## src/rtl/pipe_stage_elastic.sv

```systemverilog
// rtl/pipe_stage_elastic.sv - two-entry skid-buffered elastic pipeline stage with hazard control
module pipe_stage_elastic #(
   parameter int unsigned      WIDTH      = 64,
   parameter logic [WIDTH-1:0] BUBBLE_VAL = {WIDTH{1'b0}},
   parameter int unsigned      CNT_W      = 32
) (
   input  logic             clk_i,
   input  logic             rst_i,
   input  logic             in_valid_i,
   input  logic [WIDTH-1:0] in_data_i,
   output logic             in_ready_o,
   output logic             out_valid_o,
   output logic [WIDTH-1:0] out_data_o,
   input  logic             out_ready_i,
   input  logic             stall_i,
   input  logic             bubble_i,
   input  logic             flush_i,
   output logic [1:0]       occ_o,
   output logic [CNT_W-1:0] stall_cnt_o,
   output logic [CNT_W-1:0] kill_cnt_o
);

   // Occupancy doubles as the state: main holds the head, skid the second entry.
   typedef enum logic [1:0] {
      S_EMPTY = 2'd0,
      S_ONE   = 2'd1,
      S_FULL  = 2'd2
   } occ_e;

   localparam logic [CNT_W-1:0] CNT_ONE = CNT_W'(1);
   localparam logic [CNT_W-1:0] CNT_MAX = {CNT_W{1'b1}};

   occ_e             occ_q, occ_d;
   logic [WIDTH-1:0] main_q, main_d;
   logic [WIDTH-1:0] skid_q, skid_d;
   logic [CNT_W-1:0] stall_cnt_q, stall_cnt_d;
   logic [CNT_W-1:0] kill_cnt_q, kill_cnt_d;

   logic             push;
   logic             pop;
   logic [1:0]       kill_add;
   logic [CNT_W:0]   kill_sum;

   // Handshake outputs: a bubble or flush cycle never accepts new data, and
   // nothing is offered downstream while held or in reset.
   assign in_ready_o  = !rst_i && (occ_q != S_FULL) && !stall_i && !flush_i && !bubble_i;
   assign out_valid_o = !rst_i && (occ_q != S_EMPTY) && !stall_i;
   assign out_data_o  = main_q;
   assign occ_o       = occ_q;
   assign stall_cnt_o = stall_cnt_q;
   assign kill_cnt_o  = kill_cnt_q;

   assign push = in_valid_i && in_ready_o;
   assign pop  = out_valid_o && out_ready_i && !flush_i && !bubble_i;

   // Next-state for occupancy and storage, priority flush > stall > bubble > normal.
   always_comb begin
      occ_d  = occ_q;
      main_d = main_q;
      skid_d = skid_q;
      if (flush_i) begin
         // Contents become don't-care, so storage simply holds.
         occ_d = S_EMPTY;
      end else if (stall_i) begin
         occ_d = occ_q;
      end else if (bubble_i) begin
         main_d = BUBBLE_VAL;
         occ_d  = S_ONE;
      end else begin
         case (occ_q)
            S_EMPTY: begin
               if (push) begin
                  main_d = in_data_i;
                  occ_d  = S_ONE;
               end
            end
            S_ONE: begin
               if (push && pop) begin
                  main_d = in_data_i;
               end else if (push) begin
                  skid_d = in_data_i;
                  occ_d  = S_FULL;
               end else if (pop) begin
                  occ_d = S_EMPTY;
               end
            end
            S_FULL: begin
               // in_ready_o is low here, so only a pop can happen.
               if (pop) begin
                  main_d = skid_q;
                  occ_d  = S_ONE;
               end
            end
            default: begin
               occ_d = S_EMPTY;
            end
         endcase
      end
   end

   // Saturating performance counters; kills count entries thrown away by flush or bubble.
   always_comb begin
      stall_cnt_d = stall_cnt_q;
      kill_add    = 2'd0;
      if (flush_i || (!stall_i && bubble_i)) begin
         kill_add = occ_q;
      end
      if (!flush_i && stall_i && (stall_cnt_q != CNT_MAX)) begin
         stall_cnt_d = stall_cnt_q + CNT_ONE;
      end
      kill_sum   = {1'b0, kill_cnt_q} + {{(CNT_W-1){1'b0}}, kill_add};
      kill_cnt_d = kill_sum[CNT_W] ? CNT_MAX : kill_sum[CNT_W-1:0];
   end

   // State register with synchronous reset; reset drops entries without counting kills.
   always_ff @(posedge clk_i) begin
      if (rst_i) begin
         occ_q       <= S_EMPTY;
         main_q      <= '0;
         skid_q      <= '0;
         stall_cnt_q <= '0;
         kill_cnt_q  <= '0;
      end else begin
         occ_q       <= occ_d;
         main_q      <= main_d;
         skid_q      <= skid_d;
         stall_cnt_q <= stall_cnt_d;
         kill_cnt_q  <= kill_cnt_d;
      end
   end

endmodule

```

## config.mk

```make
export PLATFORM = sky130hd
export DESIGN_NAME = pipe_stage_elastic
export DESIGN_NICKNAME = d
export VERILOG_FILES = /design/src/rtl/pipe_stage_elastic.sv
export SDC_FILE = /design/constraint.sdc
export NUM_CORES = 1
export LEC_CHECK = 0
export CORE_MARGIN = 2
export CORE_UTILIZATION = 30
export CTS_CLUSTER_DIAMETER = 30
export DETAILED_ROUTE_END_ITERATION = 12
export MAX_ROUTING_LAYER = met4
export PLACE_DENSITY_LB_ADDON = 0.3
export SYNTH_ARGS = -nofsm -noshare
export SYNTH_HDL_FRONTEND = slang
export SYNTH_SLANG_ARGS = --single-unit
```

## constraint.sdc

```tcl
create_clock -name clk_i -period 3.1 [get_ports clk_i]
set_input_delay 0.62 -clock clk_i [delete_from_list [all_inputs] [get_ports clk_i]]
set_output_delay 0.62 -clock clk_i [all_outputs]
set_load 0.05 [all_outputs]
```

Word-level counts from Yosys, hierarchy flattened

Index checks and enable logic that the tools add are counted.

Add/subtract/negate cells: 2
Eq/ne operators: 9
Muxes and demuxes: 14
Bitwise logic cells: 4
Reductions and logical operators: 26

Operators with widths:

| kind                                                                  | number |
|---|---|
| 64-bit two-way mux                                                    | 4 |
| 64-bit case mux with 3 select lines                                   | 1 |
| 32-bit by 2-bit adder with 33-bit output                              | 1 |
| 32-bit by 1-bit adder with 32-bit output, second input constant       | 1 |
| 32-bit two-way mux                                                    | 1 |
| 32-bit != test, second input constant                                 | 1 |
| 1-bit logical AND                                                     | 14 |
| 2-bit two-way mux                                                     | 7 |
| 3-bit != test, second input constant                                  | 4 |
| 6-bit AND reduction                                                   | 2 |
| 2-bit case mux with 3 select lines                                    | 1 |
| 5-bit AND reduction                                                   | 1 |
| 1-bit zero test                                                       | 4 |
| 4-bit != test, second input constant                                  | 1 |
| 1-bit NOT                                                             | 4 |
| 4-bit nonzero test                                                    | 1 |
| 2-bit by 1-bit equality test with 1-bit output, second input constant | 1 |
| 2-bit equality test, second input constant                            | 1 |
| 2-bit zero test                                                       | 1 |
| 2-bit != test, second input constant                                  | 1 |
| 2-bit nonzero test                                                    | 1 |
| 2-bit OR reduction                                                    | 1 |
| 1-bit logical OR                                                      | 1 |

Register bits: 194
Input port bits: 71
Output and inout bits: 132
Logic and storage cells: 60

Longest topological paths before layout

Gate-level depths: netlist of the first run.

Word-level depth: 11
Mapped depth: 12
Gate-level depth less buffers: 10

Worst setup path after synthesis of the first run

OpenSTA, ideal clock, no wires.

Path type: in2out
Start: input rst_i
End: output out_valid_o
Arrival: 2,299 ps
Data required time: 2,480 ps
Slack: 181 ps
Stages: 4
Buffers on the path: 3
Path through: clkbuf_1 clkbuf_1 clkbuf_1 nor3_1

Word-level cells in the longest chain between the ends: 3

RTL lines:

| item                            | RTL line | RTL |
|---|---|---|
| from (decl)                     | 8        | `input logic rst_i,` |
| 1-bit zero test                 | 47       | `assign out_valid_o = !rst_i && (occ_q != S_EMPTY) && !stall_i;` |
| 1-bit logical AND (2 in series) | 47       |  |
| to (decl)                       | 12       | `output logic out_valid_o,` |

No other way between the ends.

Final worst setup path of the first run

Start: input bubble_i
End: register kill_cnt_q[26] (netlist: kill_cnt_o[26])

Word-level cells in the longest chain between the ends: 5

RTL lines:

| item                                     | RTL line | RTL |
|---|---|---|
| from (decl)                              | 16       | `input logic bubble_i,` |
| 1-bit logical AND                        | 105      | `if (flush_i \|\| (!stall_i && bubble_i)) begin` |
| 1-bit logical OR                         | 105      |  |
| 2-bit two-way mux                        | 105      |  |
| 32-bit by 2-bit adder with 33-bit output | 111      | `kill_sum = {1'b0, kill_cnt_q} + {{(CNT_W-1){1'b0}}, kill_add};` |
| 32-bit two-way mux                       | 112      | `kill_cnt_d = kill_sum[CNT_W] ? CNT_MAX : kill_sum[CNT_W-1:0];` |
| to (signal assigned)                     | 128      | `kill_cnt_q <= kill_cnt_d;` |
| to (decl)                                | 37       | `logic [CNT_W-1:0] kill_cnt_q, kill_cnt_d;` |

No other way between the ends.
A chain may end at the register's enable or synchronous reset.

==> results of run 1 <==
==> cells in the final DEF (no fill, tap or decap), types with 3 or more instances in the layout <==
cell type	netlist	final
sky130_fd_sc_hd__clkdlybuf4s50_1	0	199
sky130_fd_sc_hd__dfxtp_1	194	194
sky130_fd_sc_hd__nand2_1	150	150
sky130_fd_sc_hd__a21oi_1	117	116
sky130_fd_sc_hd__inv_1	80	80
sky130_fd_sc_hd__a22oi_1	64	64
sky130_fd_sc_hd__a221oi_1	64	64
sky130_fd_sc_hd__nand3_1	26	26
sky130_fd_sc_hd__nor2_1	25	24
sky130_fd_sc_hd__xor2_1	19	19
sky130_fd_sc_hd__clkbuf_16	0	17
sky130_fd_sc_hd__buf_4	3	17
sky130_fd_sc_hd__o21ai_0	15	15
sky130_fd_sc_hd__or4_1	14	14
sky130_fd_sc_hd__o31ai_1	12	12
sky130_fd_sc_hd__nand4_1	11	11
sky130_fd_sc_hd__or3_1	10	10
sky130_fd_sc_hd__nor3_1	7	7
sky130_fd_sc_hd__and3_1	8	7
sky130_fd_sc_hd__xnor2_1	7	7
sky130_fd_sc_hd__buf_12	0	7
sky130_fd_sc_hd__and4_1	7	6
sky130_fd_sc_hd__nor2b_1	5	5
sky130_fd_sc_hd__a211oi_1	5	5
sky130_fd_sc_hd__inv_6	0	5
sky130_fd_sc_hd__clkinv_8	0	5
sky130_fd_sc_hd__and2_1	4	4
sky130_fd_sc_hd__nand4_2	3	3
sky130_fd_sc_hd__nor4_1	3	3
sky130_fd_sc_hd__a31oi_1	3	3
sky130_fd_sc_hd__ha_1	3	3
sky130_fd_sc_hd__inv_12	0	3
==> area by class of cell <==
type | count | share of cell area [%]
Inverter | 80 | 2.66
Sequential cell | 194 | 34.4
Antenna cell | 2 | 0.0443
Timing Repair Buffer | 224 | 20.1
Multi-Input combinational cell | 616 | 33.5
Tap cell | 341 | 3.78
Clock buffer | 17 | 3.77
Clock inverter | 15 | 1.74
==> where the power goes <==
| part | internal [mW] | switching [mW] |
|---|---|---|
| registers | 2.55 | 0.0341 |
| clock network | 1.12 | 1.18 |
| logic | 0.264 | 0.419 |
| total | 3.93 | 1.63 |
==> path summary, 6_finish.rpt <==
| check | depth (start not counted) | from | slack [ns] | to |
|---|---|---|---|---|
| setup / recovery | 11 | bubble_i | 0.42 | kill_cnt_o[26] |
| hold / removal | 2 | rst_i | 0.39 | occ_o[1] |
| setup reg to reg | 10 | occ_o[0] | 0.58 | kill_cnt_o[26] |
| hold reg to reg | 2 | skid_q[17] | 0.46 | skid_q[17] |
==> synthesized netlist by cell type, types with 2 or more instances <==
master	n
sky130_fd_sc_hd__a211oi_1	5
sky130_fd_sc_hd__a21oi_1	117
sky130_fd_sc_hd__a221oi_1	64
sky130_fd_sc_hd__a22oi_1	64
sky130_fd_sc_hd__a31oi_1	3
sky130_fd_sc_hd__a41o_1	2
sky130_fd_sc_hd__and2_1	4
sky130_fd_sc_hd__and3_1	8
sky130_fd_sc_hd__and4_1	7
sky130_fd_sc_hd__buf_1	3
sky130_fd_sc_hd__buf_2	9
sky130_fd_sc_hd__buf_4	3
sky130_fd_sc_hd__buf_6	2
sky130_fd_sc_hd__clkbuf_1	57
sky130_fd_sc_hd__dfxtp_1	194
sky130_fd_sc_hd__ha_1	3
sky130_fd_sc_hd__inv_1	80
sky130_fd_sc_hd__mux2_4	2
sky130_fd_sc_hd__mux2i_1	2
sky130_fd_sc_hd__nand2_1	150
sky130_fd_sc_hd__nand2b_1	2
sky130_fd_sc_hd__nand3_1	26
sky130_fd_sc_hd__nand4_1	11
sky130_fd_sc_hd__nand4_2	3
sky130_fd_sc_hd__nor2_1	25
sky130_fd_sc_hd__nor2b_1	5
sky130_fd_sc_hd__nor3_1	7
sky130_fd_sc_hd__nor4_1	3
sky130_fd_sc_hd__o2111ai_1	2
sky130_fd_sc_hd__o211ai_1	2
sky130_fd_sc_hd__o21a_1	2
sky130_fd_sc_hd__o21ai_0	15
sky130_fd_sc_hd__o31ai_1	12
sky130_fd_sc_hd__or2_0	2
sky130_fd_sc_hd__or2_2	2
sky130_fd_sc_hd__or3_1	10
sky130_fd_sc_hd__or4_1	14
sky130_fd_sc_hd__xnor2_1	7
sky130_fd_sc_hd__xor2_1	19
==> per-stage QoR <==
stage	setup TNS [ns]	hold WS (ns)	setup WS, ns	std cells
2_1_floorplan	0	0.436	0.181	964
3_3_place_gp	0	0.441	0.0442	1455
3_5_place_dp	-0.0651	0.447	-0.0392	1455
4_1_cts	0	0.362	0.426	1487
5_1_grt	0	0.375	0.214	1489
6_report	0	0.391	0.420	1489
==> routing by layer <==
layer | global-route usage (%) | up-vias | share of wire, % | wire (um)
li1 | - | 3802 | - | -
met1 | 21.7 | 3669 | 48 | 11500
met2 | 26.2 | 183 | 45 | 10800
met3 | 4.80 | 24 | 5.7 | 1350
met4 | 5.13 | 0 | 1.3 | 303
met5 | - | - | 0 | 0
==> flip-flops by register name (all words and copies together) (netlist names) <==
name	flops
kill_cnt_o	32
occ_o	2
out_data_o	64
skid_q	64
stall_cnt_o	32
==> cell families after synthesis <==
group | share of synthesized area (%)
adder cells (fa/ha/maj) | 0.698
AO/OA/AOI/OAI | 23.9
XOR/XNOR | 2.76
multiplexers | 0.880
flip-flops | 47.1
buffers and inverters | 7.47
AND/OR/NAND/NOR | 17.2
==> summary.md, run 1 <==
| Metric | Value |
|---|---|
| Result of the run | `finished, final reports clean` |
| TritonCTS buffer count | `17` |
| Type of origin of the critical path | `primary input` |
| Layout Skew | `0.0169 ns` |
| Clock transition at the register clock pins on the worst setup and hold paths after CTS | `roughly 0.08 ns` |
| Count of H-tree levels built during CTS | `4` |
| Ratio of cells with drive above 1 in the final layout | `about 6.8%` |
| Fraction of synthesis flops using an asynchronous set or reset pin | `0%` |
| Count of clock tree sinks | `194` |
| Placer congestion estimate | `0.835` |
| Final worst path period need | `2.68 ns` |
| VDD IR max | `about 380 uV` |
| Via count of the first global-routing pass | `7376` |
| # nets final | `approximately 1.2k` |
| Antenna violations before repair | `2` |
| Unrepaired setup endpoints after global routing | `false` |
| Num rows | `60` |
| Crit. End Element | `register` |
| Fill count | `2646` |
| Vias per Instance | `5.16` |
| Cell family contributing the most delay on the critical path | `simple AND/OR/NAND/NOR gates` |
| Hold-fix buffers at CTS | `0` |
| Placed wire-length estimate after detailed placement | `15100 um` |
| Mapped Nets | `1039` |
| TritonCTS clock tree | `done` |
| Count of cell types in the netlist | `55` |
| Slew at the pin closest to its max-slew limit | `around 1 ns` |
| Global-route wire length before repair | `slightly below 40000 um` |
| Register bit total from synthesis | `194` |
| Period utilization | `86.5%` |
| Area after detailed placement | `between 10000 and 15000 sq um` |
| Critical path class | `in -> reg` |
| Post-route standard cell area excluding fillers | `11300 sq um` |
| WL/cell | `16.1 um` |
| Total Power Consumption | `around 5.6 mW` |
| Width of the chip | `170 um` |
| Starting density of the core | `30.6%` |
| Peak per-stage delay on the critical path | `0.51 ns` |
| Cell count after synthesis | `964` |
| Maximum clock rate | `about 370 MHz` |
| CORE AREA | `27000 sq um` |
| Pwr dens | `493 nW/um^2` |
| Data required time at the worst endpoint | `roughly 3.4 ns` |
| Drt total wl | `23900 um` |
| Remaining routing DRC violations | `0` |
| Worst path cell trace | `clkdlybuf4s50_1, a21oi_1, nor2_1, ha_1, inv_1, fa_1, nor4_4, and2_1, buf_4, and4b_1, a211oi_1` |
| Area of the multi-input gates | `3780 sq um` |
| Post-CTS repair timing setup buffer count | `0` |
| Standard cell with the maximum stage delay on the critical path | `sky130_fd_sc_hd__clkdlybuf4s50_1` |
| Number of synthesized flops with an enable pin | `0` |
| Mean cell area of the mapped netlist | `8.55 sq um` |
| I/O Pins | `203` |
| DRC marker count from the first detailed-route iteration | `620` |
| Die Footprint | `28800 sq um` |
| Number of maximum-capacitance constraint violations | `0` |
| Proportion of synthesized chip area in sequential cells | `47.1%` |
| Crit path DAT | `2.95 ns` |
| Area used by sequential logic in the layout | `a little under 4000 sq um` |
| Maximum root-to-sink buffer count | `2` |
| Synth area leaders | `sky130_fd_sc_hd__dfxtp_1 47%, sky130_fd_sc_hd__a21oi_1 7.1%, sky130_fd_sc_hd__nand2_1 6.8%` |
| Maximum fanout along the worst path | `8` |
| Largest area contributor in the netlist | `sky130_fd_sc_hd__dfxtp_1` |
| Quantity of I/O buffers inserted on ports | `202` |
| Leak Pwr | `3.72 nW` |
| Min-delay worst type | `in -> reg` |
| Cell Area, Synth | `approximately 8000 sq um` |
| Height of the chip | `between 150 and 200 um` |
| Latest clock arrival within the worst-skew pair | `roughly 0.44 ns` |
| Final setup viols | `0` |
| Total via count after detailed routing | `7678` |
| Area share of the leading cell type in the synthesized netlist | `between 40% and 50%` |
| Synth-to-Final Area Change | `36.9%` |
| Number of cells upsized or downsized after cts | `0` |
| Grt total ovfl | `0` |
| Yosys synthesis warning count | `0` |
| Slew Viols, Final | `0` |
| CTS Root Cell | `sky130_fd_sc_hd__clkbuf_16` |
| Core Util, Final | `41.9%` |
| Hold violation count in the final report | `0` |
| Buffers and inverters on the worst path | `3` |
| Total iterations of the first detailed-routing run | `5` |
| Total Routing Usage GR | `around 17%` |
| Top_reg_cell synth | `sky130_fd_sc_hd__dfxtp_1` |
| Antenna Nets Post-Route | `0` |
| Worst slew slack as a fraction of its limit | `32.9%` |
| Maximum number of pins on one net before global-route repair | `196` |
No activity file was read; power rests on OpenSTA's default activity.
==> run 2, diff against run 1 <==
Settings changed: CORE_UTILIZATION 30 to 50.
==> summary.md, run 2 (synthesis results as in run 1) <==
| Metric | Value |
|---|---|
| Metal3 WL | `about 1600 um` |
| # nets final | `approximately 1.2k` |
| Maximum fanout along the worst path | `21` |
| TritonCTS clock tree | `done` |
| Sequential share of power | `48.2%` |
| Period utilization | `86.6%` |
| Internal power | `3.96 mW` |
| Number of maximum-capacitance constraint violations | `0` |
| Crit. End Element | `register` |
| Vias per Instance | `5.75` |
| Worst path cell trace | `clkdlybuf4s50_1, inv_1, a21oi_1, nor2_1, ha_1, inv_1, fa_1, nor4_4, and2_1, nand2_2, buf_12, a21oi_1` |
| Buffers and inverters on the worst path | `4` |
| Slew at the pin closest to its max-slew limit | `0.898 ns` |
| Drt total wl | `23000 um` |
| R2r setup slk | `about 0.44 ns` |
| Global-route wire length before repair | `37300 um` |
| Hold violation count in the final report | `0` |
| Starting density of the core | `between 50% and 60%` |
| Antenna Nets Post-Route | `0` |
| Maximum root-to-sink buffer count | `2` |
| CTS Root Cell | `sky130_fd_sc_hd__clkbuf_16` |
| Width of the chip | `132 um` |
| Height of the chip | `around 130 um` |
| Remaining routing DRC violations | `0` |
| Count of clock tree sinks | `194` |
| WL/cell | `16.9 um` |
| VDD IR max | `approximately 390 uV` |
| Data required time at the worst endpoint | `3.45 ns` |
| Total iterations of the first detailed-routing run | `5` |
| Switching share of power | `26.1%` |
| Leading cell types in the layout, fill and taps excluded | `199 x sky130_fd_sc_hd__clkdlybuf4s50_1, 194 x sky130_fd_sc_hd__dfxtp_1, 150 x sky130_fd_sc_hd__nand2_1` |
| Fill count | `1334` |
| Total Power Consumption | `5.37 mW` |
| Count of H-tree levels built during CTS | `4` |
| TritonCTS buffer count | `17` |
| Post-CTS repair timing setup buffer count | `0` |
| Latest clock arrival within the worst-skew pair | `roughly 0.43 ns` |
| Most common cell after layout, fill and taps aside | `sky130_fd_sc_hd__clkdlybuf4s50_1` |
| Crit path DAT | `3.04 ns` |
| Pwr dens | `483 nW/um^2` |
| Placer congestion estimate | `0.949` |
| Cell family contributing the most delay on the critical path | `simple AND/OR/NAND/NOR gates` |
| Total via count after detailed routing | `7845` |
| Via count of the first global-routing pass | `7302` |
| Critical path class | `in -> reg` |
| Total Routing Usage GR | `roughly a quarter` |
| Clock transition at the register clock pins on the worst setup and hold paths after CTS | `0.07 ns` |
| Antenna violations before repair | `1` |
| CORE AREA | `16000 sq um` |
| Placed wire-length estimate after detailed placement | `14900 um` |
| Standard cell with the maximum stage delay on the critical path | `sky130_fd_sc_hd__fa_1` |
| Result of the run | `finished, final reports clean` |
| Core Util, Final | `slightly below 70%` |
| Final worst path period need | `2.68 ns` |
| Maximum clock rate | `roughly 370 MHz` |
| Grt total ovfl | `0` |
| Routed metal-1 wirelength | `10100 um` |
| Hold-fix buffers at CTS | `0` |
| Uppermost layer routed | `met4` |
| Maximum number of pins on one net before global-route repair | `90` |
| Part of the power in the clock network | `between 30 and 40%` |
| Combinational share of power | `between 10 and 15%` |
| Leak Pwr | `3.71 nW` |
| Min-delay worst type | `reg -> reg` |
| Net switching power of the design | `1.40 mW` |
| Synth-to-Final Area Change | `34.7%` |
| DRC marker count from the first detailed-route iteration | `619` |
| Unrepaired setup endpoints after global routing | `false` |
| Quantity of I/O buffers inserted on ports | `~200` |
| Slew Viols, Final | `0` |
| Layout Skew | `just over 0.01 ns` |
| I/O Pins | `203` |
| Ratio of cells with drive above 1 in the final layout | `6.97%` |
| Routed wire length on met2 | `10900 um` |
| Peak per-stage delay on the critical path | `0.43 ns` |
| Final setup viols | `0` |
| Worst slew slack as a fraction of its limit | `40.1%` |
| Type of origin of the critical path | `primary input` |
| Num rows | `46` |
| Number of cells upsized or downsized after cts | `0` |
| Die Footprint | `17500 sq um` |
[run 2: power by group through the flow]
stage / logic, mW / registers (mW) / clock network [mW]
2_1_floorplan: 0.187 / 2.85 / 0
3_3_place_gp: 0.673 / 2.64 / 0
3_5_place_dp: 0.679 / 2.64 / 0
4_1_cts: 0.683 / 2.59 / 2.13
5_1_grt: 0.719 / 2.59 / 2.23
6_report: 0.683 / 2.59 / 2.10
[run 2: routing by layer]
layer  vias to the layer above  global-route usage (%)
li1                       3797                       -
met1                      3750                    34.1
met2                       269                    42.1
met3                        29                    6.42
met4                         0                    7.41
met5                         -                       -
[run 2: path summary, 6_finish.rpt]
kind,cells past startpoint,start,end
setup reg to reg,6,stall_cnt_o[1],stall_cnt_o[2]
setup / recovery,12,stall_i,kill_cnt_o[18]
hold / removal,2,skid_q[49],skid_q[49]
hold reg to reg,2,skid_q[49],skid_q[49]
[run 2: tightest hold or removal path, stage by stage, from the launching register on]
cell and delay [ns]:
sky130_fd_sc_hd__dfxtp_1 0.31, sky130_fd_sc_hd__nand2_1 0.05, sky130_fd_sc_hd__a21oi_1 0.05
[run 2: stage by stage]
stage          hold slack (ns)  worst slack (ns)  area (sq um)  instances  TNS [ns]
3_3_place_gp             0.441            0.0385         10500       1333         0
2_1_floorplan            0.436             0.181          8240        964         0
6_report                 0.454             0.415         11100       1365         0
3_5_place_dp             0.446           -0.0280         10500       1333   -0.0464
4_1_cts                  0.455             0.423         11100       1364         0
5_1_grt                  0.472             0.177         11100       1365         0
[run 2: area by class of cell]
cell class	instances	area (sq um)	area share (%)
Clock buffer	19	453	4.08
Inverter	80	300	2.70
Tap cell	216	270	2.43
Multi-Input combinational cell	616	3780	34.0
Sequential cell	194	3880	35.0
Clock inverter	12	110	0.992
Timing Repair Buffer	227	2310	20.8
Antenna cell	1	2.50	0.0225
